**src/rtl/loader_pkg.sv**
```systemverilog
// loader_pkg: shared state encoding, frame target codes and default memory depths for mem_loader
package loader_pkg;
    typedef enum logic [2:0] {S_IDLE, S_ADDR, S_COUNT, S_DATA, S_WRITE, S_CKSUM, S_DONE} state_t;
    localparam logic [7:0] TARGET_I = 8'h49;
    localparam logic [7:0] TARGET_D = 8'h44;
    localparam int IMEM_WORDS_DEF = 64;
    localparam int DMEM_WORDS_DEF = 256;
endpackage

```
**src/rtl/mem_loader_word_assembler.sv**
```systemverilog
// word_assembler: packs four bytes little-endian into a word, flags the cycle the last byte arrives
module word_assembler (
    input  logic        clock,
    input  logic        reset,
    input  logic [7:0]  byte_in,
    input  logic        byte_valid,
    output logic [31:0] word,
    output logic        word_valid
);
    logic [1:0] bcnt;
    always_ff @(posedge clock) begin
        if (reset) begin
            bcnt <= 2'd0;
            word <= 32'd0;
        end else if (byte_valid) begin
            word[{bcnt, 3'b000} +: 8] <= byte_in;
            bcnt <= bcnt + 2'd1;
        end
    end
    assign word_valid = byte_valid && bcnt == 2'd3;
endmodule

```
**src/rtl/mem_loader.sv**
```systemverilog
// mem_loader: byte-stream frame loader for instruction/data memory; MEM_LOADER_CHECKSUM_EN adds a trailing XOR checksum byte
module mem_loader
    import loader_pkg::*;
#(
    parameter int IMEM_WORDS = IMEM_WORDS_DEF,
    parameter int DMEM_WORDS = DMEM_WORDS_DEF
) (
    input  logic        clock,
    input  logic        reset,
    input  logic [7:0]  rx_data,
    input  logic        rx_valid,
    output logic        rx_ready,
    output logic        imem_we,
    output logic        dmem_we,
    output logic [31:0] mem_addr,
    output logic [31:0] mem_wdata,
    output logic        cpu_hold,
    output logic        done,
    output logic        err
);
    state_t      state, state_n;
    logic        hs, is_target, target_d, word_valid;
    logic [31:0] index, word, idx_mask;
    logic [7:0]  count;

    assign rx_ready  = !reset && state != S_WRITE && state != S_DONE;
    assign hs        = rx_valid && rx_ready;
    assign is_target = rx_data == TARGET_I || rx_data == TARGET_D;

    word_assembler u_asm (
        .clock      (clock),
        .reset      (reset),
        .byte_in    (rx_data),
        .byte_valid (hs && state == S_DATA),
        .word       (word),
        .word_valid (word_valid)
    );

    always_ff @(posedge clock) state <= reset ? S_IDLE : state_n;

    always_comb begin
        state_n = state;
        case (state)
            S_IDLE:  state_n = hs && is_target ? S_ADDR : S_IDLE;
            S_ADDR:  state_n = hs ? S_COUNT : S_ADDR;
            S_COUNT: state_n = hs ? S_DATA : S_COUNT;
            S_DATA:  state_n = word_valid ? S_WRITE : S_DATA;
`ifdef MEM_LOADER_CHECKSUM_EN
            S_WRITE: state_n = count != 8'd0 ? S_DATA : S_CKSUM;
`else
            S_WRITE: state_n = count != 8'd0 ? S_DATA : S_DONE;
`endif
            S_CKSUM: state_n = hs ? S_DONE : S_CKSUM;
            default: state_n = S_IDLE;
        endcase
    end

    // index wraps inside the selected memory, so mask rather than compare
    assign idx_mask  = target_d ? 32'(DMEM_WORDS - 1) : 32'(IMEM_WORDS - 1);
    assign imem_we   = state == S_WRITE && !target_d;
    assign dmem_we   = state == S_WRITE && target_d;
    assign mem_addr  = state == S_WRITE ? (index & idx_mask) << 2 : 32'd0;
    assign mem_wdata = state == S_WRITE ? word : 32'd0;
    assign cpu_hold  = state != S_IDLE;
    assign done      = state == S_DONE;

`ifdef MEM_LOADER_CHECKSUM_EN
    logic [7:0] csum;
    always_ff @(posedge clock) begin
        if (reset || (state == S_IDLE && hs))
            csum <= 8'd0;
        else if (hs && (state == S_ADDR || state == S_COUNT || state == S_DATA))
            csum <= csum ^ rx_data;
    end
`endif

    always_ff @(posedge clock) begin
        if (reset) begin
            target_d <= 1'b0;
            index    <= 32'd0;
            count    <= 8'd0;
            err      <= 1'b0;
        end else begin
            if (state == S_IDLE && hs) begin
                err <= !is_target;
                if (is_target) target_d <= rx_data == TARGET_D;
            end
            if (state == S_ADDR && hs) index <= {24'd0, rx_data};
            if (state == S_COUNT && hs) count <= rx_data;
            if (state == S_WRITE) begin
                index <= index + 32'd1;
                count <= count - 8'd1;
            end
`ifdef MEM_LOADER_CHECKSUM_EN
            if (state == S_CKSUM && hs && rx_data != csum) err <= 1'b1;
`endif
        end
    end
endmodule

```
**config.mk**
```make
export PLATFORM = sky130hd
export DESIGN_NAME = mem_loader
export DESIGN_NICKNAME = d
export VERILOG_FILES = /design/src/rtl/loader_pkg.sv /design/src/rtl/mem_loader_word_assembler.sv /design/src/rtl/mem_loader.sv
export SDC_FILE = /design/constraint.sdc
export NUM_CORES = 1
export LEC_CHECK = 0
export ABC_AREA = 1
export CAP_MARGIN = 20
export CORE_MARGIN = 2
export CORE_UTILIZATION = 30
export DETAILED_ROUTE_END_ITERATION = 12
export SKIP_CTS_REPAIR_TIMING = 1
export SYNTH_ARGS = -nofsm -noshare
export SYNTH_HDL_FRONTEND = slang
export SYNTH_SLANG_ARGS = --single-unit
```
**constraint.sdc**
```tcl
create_clock -name clock -period 2.62 [get_ports clock]
set_input_delay 0.262 -clock clock [delete_from_list [all_inputs] [get_ports clock]]
set_output_delay 0.262 -clock clock [all_outputs]
set_load 0.02 [all_outputs]
```
# Yosys cells after proc, flatten, opt, wreduce, memory -nomap -nowiden
# Index checks and enable logic that the tools add are counted.
# op_classes
n_addsub,4
n_eq_ne,11
shift,2
n_mux,15
bitwise,1
reduce_logical,21
# op_table
op,count
two-way mux 32 bit,4
"adder 32 x 1 -> 32 bit, second input constant",1
bitwise mux 32 bit,1
"variable shift 8 x 7 -> 32 bit, first input constant",1
variable part select 8 x 7 -> 32 bit,1
bitwise AND 30 x 8 -> 30 bit,1
two-way mux 8 bit,3
one-hot mux 3 bit (6 select lines),1
"equality test 8 x 7 -> 1 bit, second input constant",2
logical AND 1 bit,11
"equality test 3 bit, second input constant",3
nonzero test 8 bit,1
"subtractor 8 x 1 -> 8 bit, second input constant",1
negation 5 -> 7 bit,1
"equality test 3 x 2 -> 1 bit, second input constant",2
two-way mux 3 bit,2
"!= test 3 bit, second input constant",2
two-way mux 2 bit,2
nonzero test 2 bit,2
"equality test 3 x 1 -> 1 bit, second input constant",1
logical NOT 1 bit,3
logical NOT 3 bit,1
nonzero test 3 bit,1
"adder 2 x 1 -> 2 bit, second input constant",1
other kinds (4),5
# totals
regBits,79
in_bits,11
out_inout_bits,70
wordCells,61

# Depth between registers and ports, before layout
# Gate-level depths: netlist of the first run.
# logic_depth
depth_word,8
ltp_mapped,10
depth_no_buf,10

# Hierarchy
# A second synthesis of the first run with hierarchy kept.
# unflattened
hier_cells,569
hier_area_um2,3560.9
# by_module_without_submodules
mod,instances,cells_each,area_each_um2,seq_area_each_um2
mem_loader,1,363,2077.0,420.4
word_assembler,1,206,1483.9,680.7

# Least setup slack after synthesis of the first run
# OpenSTA, ideal clock, no wires.
# synth_timing
path_kind,register to register
startpoint,register u_asm.bcnt[0]
endpoint,register u_asm.word[16]
setup_time_ps,70
arrival_time_ps,1752
t_required_ps,2550
slack_ps,799
stages_incl_launch_ff,10
path_buffers,1
period_less_slack_ps,1821
cell_sequence,dfxtp_1 -> buf_2 -> inv_1 -> ha_1 -> clkinv_1 -> nor2_1 -> nand3_1 -> nand3_1 -> nand2_1 -> a21oi_1
# synth_via
elab_chain_cells,3
elab_cells_between_ends,4
classes_between,add/sub (1); shift (2); mux (1)
# synth_lines
element,line,text
from (decl),mem_loader_word_assembler.sv:10,logic [1:0] bcnt;
from (signal assigned),mem_loader_word_assembler.sv:17,bcnt <= bcnt + 2'd1;
negation 5 -> 7 bit *,mem_loader_word_assembler.sv:16,"word[{bcnt, 3'b000} +: 8] <= byte_in;"
variable part select 8 x 7 -> 32 bit or variable shift 8 x 7 -> 32 bit (tied branches),mem_loader_word_assembler.sv:16,
bitwise mux 32 bit *,mem_loader_word_assembler.sv:16,
"to (signal, indexed assignment)",mem_loader_word_assembler.sv:16,
to (decl),mem_loader_word_assembler.sv:7,"output logic [31:0] word,"
# Mark *: on every way between the ends. The rest lies on a longest branch, timed or not.
# A chain may end at the register's enable or synchronous reset.

# Worst setup path after layout of the first run
# layout_timing
startpoint,register state[0]
endpoint,output port mem_wdata[4]
# layout_via
elab_chain_cells,2
# layout_lines
element,line,text
from (decl),mem_loader.sv:21,"state_t state, state_n;"
from (signal assigned),mem_loader.sv:39,always_ff @(posedge clock) state <= reset ? S_IDLE : state_n;
equality test 3 bit,mem_loader.sv:63,assign mem_wdata = state == S_WRITE ? word : 32'd0;
two-way mux 32 bit,mem_loader.sv:63,
to (decl),mem_loader.sv:16,"output logic [31:0] mem_wdata,"
# Every way passes these cells.

==> flow_metrics.env, run 1 <==
export IMPL_numCtsBuffers=5
export IMPL_met2_usage=0.220
export IMPL_die_w_microns=112
export IMPL_path_class="reg -> out"
export IMPL_synth_largest_area_cell="dfxtp_1"
export IMPL_rr_startpoint="u_asm.bcnt[0]"
export IMPL_die_area_sq_mm=0.0126
export IMPL_ant_nets=0
export IMPL_viasPerCell=4.58
export IMPL_vias=3400
export IMPL_grt_busiest_layer="met2"
export IMPL_met1_usage=0.192
export IMPL_synth_area_leaders="dfxtp_1, nor2_1, nand2_1"
export IMPL_tritoncts="done"
export IMPL_grt_max_degree=33
export IMPL_drt_iter0_drc=217
export IMPL_synth_warnings=0
export IMPL_ys_ff_latch=55
export IMPL_cp_end_kind="primary output"
export IMPL_clock_skew_ns=0.00773
export IMPL_place_worst_setup_slack_ns=0.422
export IMPL_start_kind="register"
export IMPL_yosysUniqueCellTypes=36
export IMPL_rsz0062_at_grt="false"
export IMPL_io_buffers=56
export IMPL_synth_top_cell_area_share=0.313
export IMPL_synth_async_sr_flop_share=0
export IMPL_final_setup_viol_count=0
export IMPL_slew_viol_final=0
export IMPL_maxCapViolCount=0
export IMPL_tns_ns=0
export IMPL_grt_antenna_before_repair=0
export IMPL_max_freq_mhz=418
export IMPL_layout_drive_gt1_share=0.0651
export IMPL_final_common_cell="nor2_1"
export IMPL_r2r_cells=8
export IMPL_ys_seq_area_frac=0.313
export IMPL_max_slew_margin_rel=0.628
export IMPL_hold_path_startpoint="u_asm.word[16]"
export IMPL_fill_cells=1238
export IMPL_worst_slew_pin_slew_ns=0.555
export IMPL_syn_to_final_growth_pct=20.4
export IMPL_use_met3=0.0259
export IMPL_worstHoldPathType="reg -> reg"
export IMPL_netlist_area_sq_mm=0.00352
export IMPL_first_pass_iters=4
export IMPL_cp_arrival_ns=2.13
export IMPL_r2r_end="u_asm.word[21]"
export IMPL_synth_avg_cell_area_sq_um=6.40
export IMPL_power_leakage_nw=1.63
export IMPL_worstSkewPairLatency_ns=0.29
export IMPL_drc=0
export IMPL_die_y_microns=112
export IMPL_power_density_mw_per_mm2=381
export IMPL_routed_wl_microns=8780
export IMPL_synth_flop_cell="dfxtp_1"
export IMPL_grt_pass1_vias=3135
export IMPL_start_util=0.308
export IMPL_netlist_instances=550
export IMPL_track_usage=0.141
export IMPL_irDropWorstVdd_mv=0.246
export IMPL_layout_common_cells="nor2_1, nand2_1, inv_1"
export IMPL_place_hpwl_microns=6820
export IMPL_final_nets=616
export IMPL_cp_max_fo=32
export IMPL_status="finished clean"
export IMPL_rows=39
export IMPL_hold_viol=0
export IMPL_hold_path_end="u_asm.word[16]"
export IMPL_power_total_mw=1.62
export IMPL_crit_required_ns=2.36
export IMPL_clock_path_buffers=2
export IMPL_finalCriticalPeriod_ns=2.39
export IMPL_diodes=0
export IMPL_synth_edff_count=0
export IMPL_path_clk_slew_ns=0.07
export IMPL_hold_ws_ns=0.461
export IMPL_cts_root_buf="clkbuf_16"
export IMPL_grt_pass1_wl_microns=14700
export IMPL_h_tree_depth=2
export IMPL_pin_count=81
export IMPL_r2r_setup_slack_ns=0.35
export IMPL_place_congestion=0.960
export IMPL_period_share=0.913
export IMPL_wl_per_cell_microns=11.8
export IMPL_final_setup_worst_slack_ns=0.228
export IMPL_grt_overflow_total=0
export IMPL_cts_sinks=55
export IMPL_core_sq_mm=0.0114
export IMPL_hold_path_depth=2
## layer usage
| layer | share of wire | up-vias |
|---|---|---|
| met2 | 0.45 | 93 |
| li1 | - | 1773 |
| met1 | 0.48 | 1512 |
| met4 | 0.027 | 0 |
| met5 | 0 | - |
| met3 | 0.045 | 22 |
## worst max-delay path: stages, from the launching register on
cell,delay [ns]
dfxtp_1,0.38
nor2_1,0.26
nand2_4,0.22
buf_12,0.22
nor2_1,0.12
clkdlybuf4s50_1,0.62
## cells by family after synthesis
kind of cell	after synthesis	synth area share
buffers and inverters	128	0.180
and+or+nand+nor	297	0.378
DFF	55	0.313
adders and majority gates	7	0.0249
other	1	0.00106
AOI/OAI and AO/OA	62	0.104
## sequential cells by signal, indices dropped and copies added (netlist names)
signal	count
err	1
index	8
u_asm.word	32
count	8
u_asm.bcnt	2
target_d	1
state	3
## per-stage QoR
step	instance area, sq um	util	instances
2_1_floorplan	3610	-	573
5_1_grt	4240	0.371	742
3_5_place_dp	4090	0.358	734
4_1_cts	4240	0.371	742
3_3_place_gp	4090	0.358	734
6_report	4240	0.371	742
## power breakdown
group          internal, mW  total, mW  switching [mW]
clock                 0.359      0.663           0.305
sequential            0.836      0.837        0.000998
combinational        0.0308      0.114          0.0836
total                  1.23       1.62           0.389
## synthesized netlist by cell type, types with 7 or more instances
cell,instances
a21oi_1,41
buf_2,9
buf_4,25
dfxtp_1,55
ha_1,7
inv_1,79
nand2_1,91
nand3_1,51
nand4_1,14
nor2_1,118
nor3_1,8
o21ai_0,8
o21ai_2,7
## worst max path at each step
stage                  startpoint             end  slack, ns  cells past startpoint
finish                   state[0]    mem_wdata[4]       0.23                      5
global route             state[0]    mem_wdata[4]       0.01                      5
CTS                      state[0]    mem_wdata[4]       0.12                      5
detailed placement  u_asm.bcnt[0]  u_asm.word[16]       0.42                      8
global placement         state[0]    mem_wdata[2]       0.48                      5
floorplan           u_asm.bcnt[0]  u_asm.word[16]       0.80                      9
## cell type report
type | instances | area [sq um] | area share
timing repair buffer | 63 | 626 | 0.147
clock buffer | 6 | 129 | 0.0304
multi-input combinational | 390 | 1880 | 0.443
sequential | 55 | 1100 | 0.260
tap | 143 | 179 | 0.0422
clock inverter | 2 | 17.5 | 0.00413
inverter | 83 | 312 | 0.0735
Note: power is estimated with default switching activity, not from simulation.
==> run 2, diff against run 1 <==
Settings changed: CAP_MARGIN 20 to 30.
Clock period 2.62 ns to 3.1 ns, I/O delays scaled along.
==> flow_metrics.env, run 2 (synthesized netlist as in run 1, its figures left out) <==
export IMPL_final_setup_viol_count=0
export IMPL_cp_end_kind="primary output"
export IMPL_place_congestion=0.893
export IMPL_die_area_sq_mm=0.0126
export IMPL_p_comb_frac=0.065
export IMPL_power_density_mw_per_mm2=347
export IMPL_largestRegisters="u_asm.word x32, count x8, index x8"
export IMPL_track_usage=0.144
export IMPL_max_slew_margin_rel=0.483
export IMPL_swShare=0.239
export IMPL_pin_count=81
export IMPL_placed_area_sq_mm=0.00406
export IMPL_largest_register="u_asm.word"
export IMPL_diodes=0
export IMPL_cp_max_fo=26
export IMPL_net_switching_power_mw=0.351
export IMPL_p_int_mw=1.12
export IMPL_grt_max_degree=31
export IMPL_status="finished clean"
export IMPL_power_leakage_nw=1.62
export IMPL_rsz0062_at_grt="false"
export IMPL_period_share=0.837
export IMPL_numCtsBuffers=5
export IMPL_io_buffers=56
export IMPL_vias=3387
export IMPL_grt_pass1_vias=3225
export IMPL_final_area_sq_mm=0.00423
export IMPL_grt_overflow_total=0
export IMPL_start_util=0.308
export IMPL_worstSkewPairLatency_ns=0.30
export IMPL_core_sq_mm=0.0114
export IMPL_max_freq_mhz=385
export IMPL_drc=0
export IMPL_largest_reg_flops=32
export IMPL_path_clk_slew_ns=0.07
export IMPL_cp_arrival_ns=2.29
export IMPL_final_nets=613
export IMPL_viasPerCell=4.58
export IMPL_clockPowerShare=0.453
export IMPL_routed_wl_microns=9050
export IMPL_final_setup_worst_slack_ns=0.505
export IMPL_h_tree_depth=2
export IMPL_slew_viol_final=0
export IMPL_rows=39
export IMPL_irDropWorstVdd_mv=0.251
export IMPL_grt_antenna_before_repair=0
export IMPL_die_w_microns=112
export IMPL_layout_drive_gt1_share=0.0621
export IMPL_layout_common_cells="nor2_1, nand2_1, inv_1"
export IMPL_syn_to_final_growth_pct=20.0
export IMPL_grt_pass1_wl_microns=15100
export IMPL_crit_required_ns=2.79
export IMPL_wl_per_cell_microns=12.3
export IMPL_tns_ns=0
export IMPL_hold_viol=0
export IMPL_die_y_microns=112
export IMPL_finalCriticalPeriod_ns=2.60
export IMPL_maxCapViolCount=0
export IMPL_clock_skew_ns=0.00408
export IMPL_final_common_cell="nor2_1"
export IMPL_cts_root_buf="clkbuf_16"
export IMPL_place_worst_setup_slack_ns=0.692
export IMPL_cts_sinks=55
export IMPL_start_kind="register"
export IMPL_place_hpwl_microns=6730
export IMPL_worstHoldPathType="reg -> reg"
export IMPL_drt_iter0_drc=219
export IMPL_first_pass_iters=4
export IMPL_seq_power_share=0.482
export IMPL_tritoncts="done"
export IMPL_path_class="reg -> out"
export IMPL_ant_nets=0
export IMPL_clock_path_buffers=2
export IMPL_worst_slew_pin_slew_ns=0.774
==> run 2: cell types whose count changed in the layout (fill, tap and decap cells not counted) <==
cell / before / now
inv_6: 0 / 1
clkbuf_1: 1 / 0
nand2_4: 4 / 3
buf_12: 1 / 0
nand2_2: 1 / 2
bufinv_16: 0 / 1
clkinv_4: 2 / 1
buf_4: 6 / 4
==> run 2: worst paths after layout <==
path,slack [ns],depth (start not counted),endpoint,from
worst max-delay path,0.50,5,mem_wdata[21],state[0]
worst min-delay path,0.46,2,u_asm.word[16],u_asm.word[16]
worst max register to register,0.56,8,u_asm.word[18],u_asm.bcnt[0]
worst min register to register,0.46,2,u_asm.word[16],u_asm.word[16]
==> run 2: layout make-up <==
| class | count | area, sq um |
|---|---|---|
| Clock buffer | 5 | 125 |
| Clock inverter | 3 | 47.5 |
| Fill cell | 1247 | 7190 |
| Inverter | 83 | 312 |
| Multi-Input combinational cell | 390 | 1870 |
| Sequential cell | 55 | 1100 |
| Tap cell | 143 | 179 |
| Timing Repair Buffer | 60 | 591 |
==> run 2: critical path, stage by stage (launching register included) <==
cell and delay (ns):
dfxtp_1 0.39, nor2_1 0.22, nand2_2 0.30, buf_4 0.33, nor2_1 0.14, clkdlybuf4s50_1 0.61
==> run 2: through the flow <==
| stage | hold WS [ns] | cells | total power [mW] | utilization |
|---|---|---|---|---|
| floorplan | 0.427 | 573 | 0.808 | - |
| global placement | 0.451 | 731 | 0.818 | 0.355 |
| detailed placement | 0.452 | 731 | 0.819 | 0.355 |
| CTS | 0.462 | 739 | 1.48 | 0.370 |
| global route | 0.491 | 739 | 1.51 | 0.370 |
| finish | 0.461 | 739 | 1.47 | 0.370 |
==> run 2: power groups by stage <==
stage                     registers (mW)  clock network [mW]  logic (mW)
after floorplan                    0.725                   0      0.0830
after global placement             0.724                   0      0.0939
after detailed placement           0.724                   0      0.0949
after CTS                          0.707               0.676      0.0951
after global routing               0.708               0.700       0.104
final                              0.707               0.666      0.0956
==> run 2: routing by layer <==
metal	wire length, microns	GRT usage
met2	4270	0.246
met5	0	0
met1	4300	0.187
met4	141	0.0488
met3	348	0.0211
==> run 3, diff against run 2 <==
Clock period 3.1 ns to 2.2 ns, I/O delays scaled along.
==> flow_metrics.env, run 3 (synthesized netlist as in run 1, its figures left out) <==
export IMPL_status="finished clean"
export IMPL_final_nets=622
export IMPL_hold_ws_ns=0.457
export IMPL_crit_required_ns=1.98
export IMPL_h_tree_depth=2
export IMPL_tritoncts="done"
export IMPL_cp_arrival_ns=1.91
export IMPL_grt_antenna_before_repair=0
export IMPL_grt_max_degree=31
export IMPL_clock_path_buffers=2
export IMPL_max_slew_margin_rel=0.670
export IMPL_finalCriticalPeriod_ns=2.13
export IMPL_drt_iter0_drc=264
export IMPL_cp_end_kind="primary output"
export IMPL_die_y_microns=112
export IMPL_syn_to_final_growth_pct=23.7
export IMPL_pin_count=81
export IMPL_layout_common_cells="nor2_1, nand2_1, inv_1"
export IMPL_grt_pass1_wl_microns=14500
export IMPL_ant_nets=0
export IMPL_grt_pass1_vias=3106
export IMPL_start_util=0.308
export IMPL_maxCapViolCount=0
export IMPL_first_pass_iters=4
export IMPL_hold_path_startpoint="u_asm.word[21]"
export IMPL_max_freq_mhz=469
export IMPL_routed_wl_microns=8940
export IMPL_grt_overflow_total=0
export IMPL_power_leakage_nw=1.92
export IMPL_cp_startpoint="state[1]"
export IMPL_crit_path_top_delay_cell="clkdlybuf4s50_1"
export IMPL_cts_root_buf="clkbuf_16"
export IMPL_crit_chain="nor2_2 -> nand2_4 -> buf_12 -> nor2_1 -> clkdlybuf4s50_1"
export IMPL_final_setup_viol_count=0
export IMPL_irDropWorstVdd_mv=0.335
export IMPL_vias=3425
export IMPL_cts_sinks=55
export IMPL_io_buffers=56
export IMPL_die_area_sq_mm=0.0126
export IMPL_largest_register="u_asm.word"
export IMPL_worst_slew_pin_slew_ns=0.492
export IMPL_track_usage=0.137
export IMPL_start_kind="register"
export IMPL_die_w_microns=112
export IMPL_diodes=0
export IMPL_largest_reg_flops=32
export IMPL_place_hpwl_microns=6880
export IMPL_rows=39
export IMPL_numCtsBuffers=5
export IMPL_slew_viol_final=0
export IMPL_path_class="reg -> out"
export IMPL_rr_startpoint="u_asm.bcnt[1]"
export IMPL_r2r_setup_slack_ns=0.30
export IMPL_cpPeakStageDelay_ns=0.60
export IMPL_drc=0
export IMPL_worstHoldPathType="reg -> reg"
export IMPL_viasPerCell=4.58
export IMPL_final_setup_worst_slack_ns=0.0688
export IMPL_largestRegisters="u_asm.word x32, count x8, index x8"
export IMPL_path_clk_slew_ns=0.07
export IMPL_place_worst_setup_slack_ns=0.207
export IMPL_worstSkewPairLatency_ns=0.29
export IMPL_clock_skew_ns=0.0108
export IMPL_core_sq_mm=0.0114
export IMPL_hold_viol=0
export IMPL_wl_per_cell_microns=11.9
export IMPL_cp_max_fo=26
export IMPL_place_congestion=0.908
export IMPL_power_density_mw_per_mm2=468
export IMPL_final_common_cell="nor2_1"
export IMPL_layout_drive_gt1_share=0.0760
export IMPL_period_share=0.969
## run 3: cell count changes in the layout (fill, tap and decap cells not counted), sizes merged
| cell | delta |
|---|---|
| clkinv | -1 |
| dlymetal6s2s | +13 |
| buf | +9 |
| clkdlybuf4s50 | -13 |
| clkbuf | +1 |
## run 3: layout make-up
type	instances	area, sq um
clock inverters	2	38.8
multi-input cells	390	1880
fillers	1222	7060
flip-flops and latches	55	1100
clock buffers	6	129
repair buffers	69	716
well taps	143	179
inverters	83	312
## run 3: path summary, 6_finish.rpt
check | end | cells past startpoint
worst max register to register | u_asm.word[16] | 8
worst min-delay path | u_asm.word[21] | 2
worst max-delay path | mem_wdata[27] | 5
worst min register to register | u_asm.word[21] | 2
## run 3: worst max-delay path, delay by kind of cell (launching register included)
| family | cells | cell delay, ns |
|---|---|---|
| AND/OR/NAND/NOR | 3 | 0.47 |
| flip-flops | 1 | 0.32 |
| buffers and inverters | 2 | 0.81 |
## run 3: power by group
| part | total (mW) | internal, mW | switching [mW] |
|---|---|---|---|
| registers | 0.997 | 0.996 | 0.00111 |
| logic | 0.135 | 0.0368 | 0.0987 |
| clock network | 0.907 | 0.543 | 0.365 |
| total | 2.04 | 1.58 | 0.464 |
## run 3: through the flow
step                 util  power [mW]  area, sq um  TNS [ns]  std cells
floorplan               -        1.14         3610         0        573
global placement    0.363        1.16         4150         0        740
detailed placement  0.363        1.16         4150         0        740
CTS                 0.378        2.05         4320     -2.51        748
global route        0.381        2.10         4360   -0.0375        748
finish              0.381        2.04         4360         0        748
## run 3: metal layers
| layer | track usage | part of all wire | vias to the layer above |
|---|---|---|---|
| met2 | 0.237 | 0.49 | 80 |
| met1 | 0.183 | 0.46 | 1561 |
| met4 | 0.0276 | 0.0075 | 0 |
| li1 | - | - | 1780 |
| met3 | 0.0189 | 0.045 | 4 |
| met5 | 0 | 0 | - |
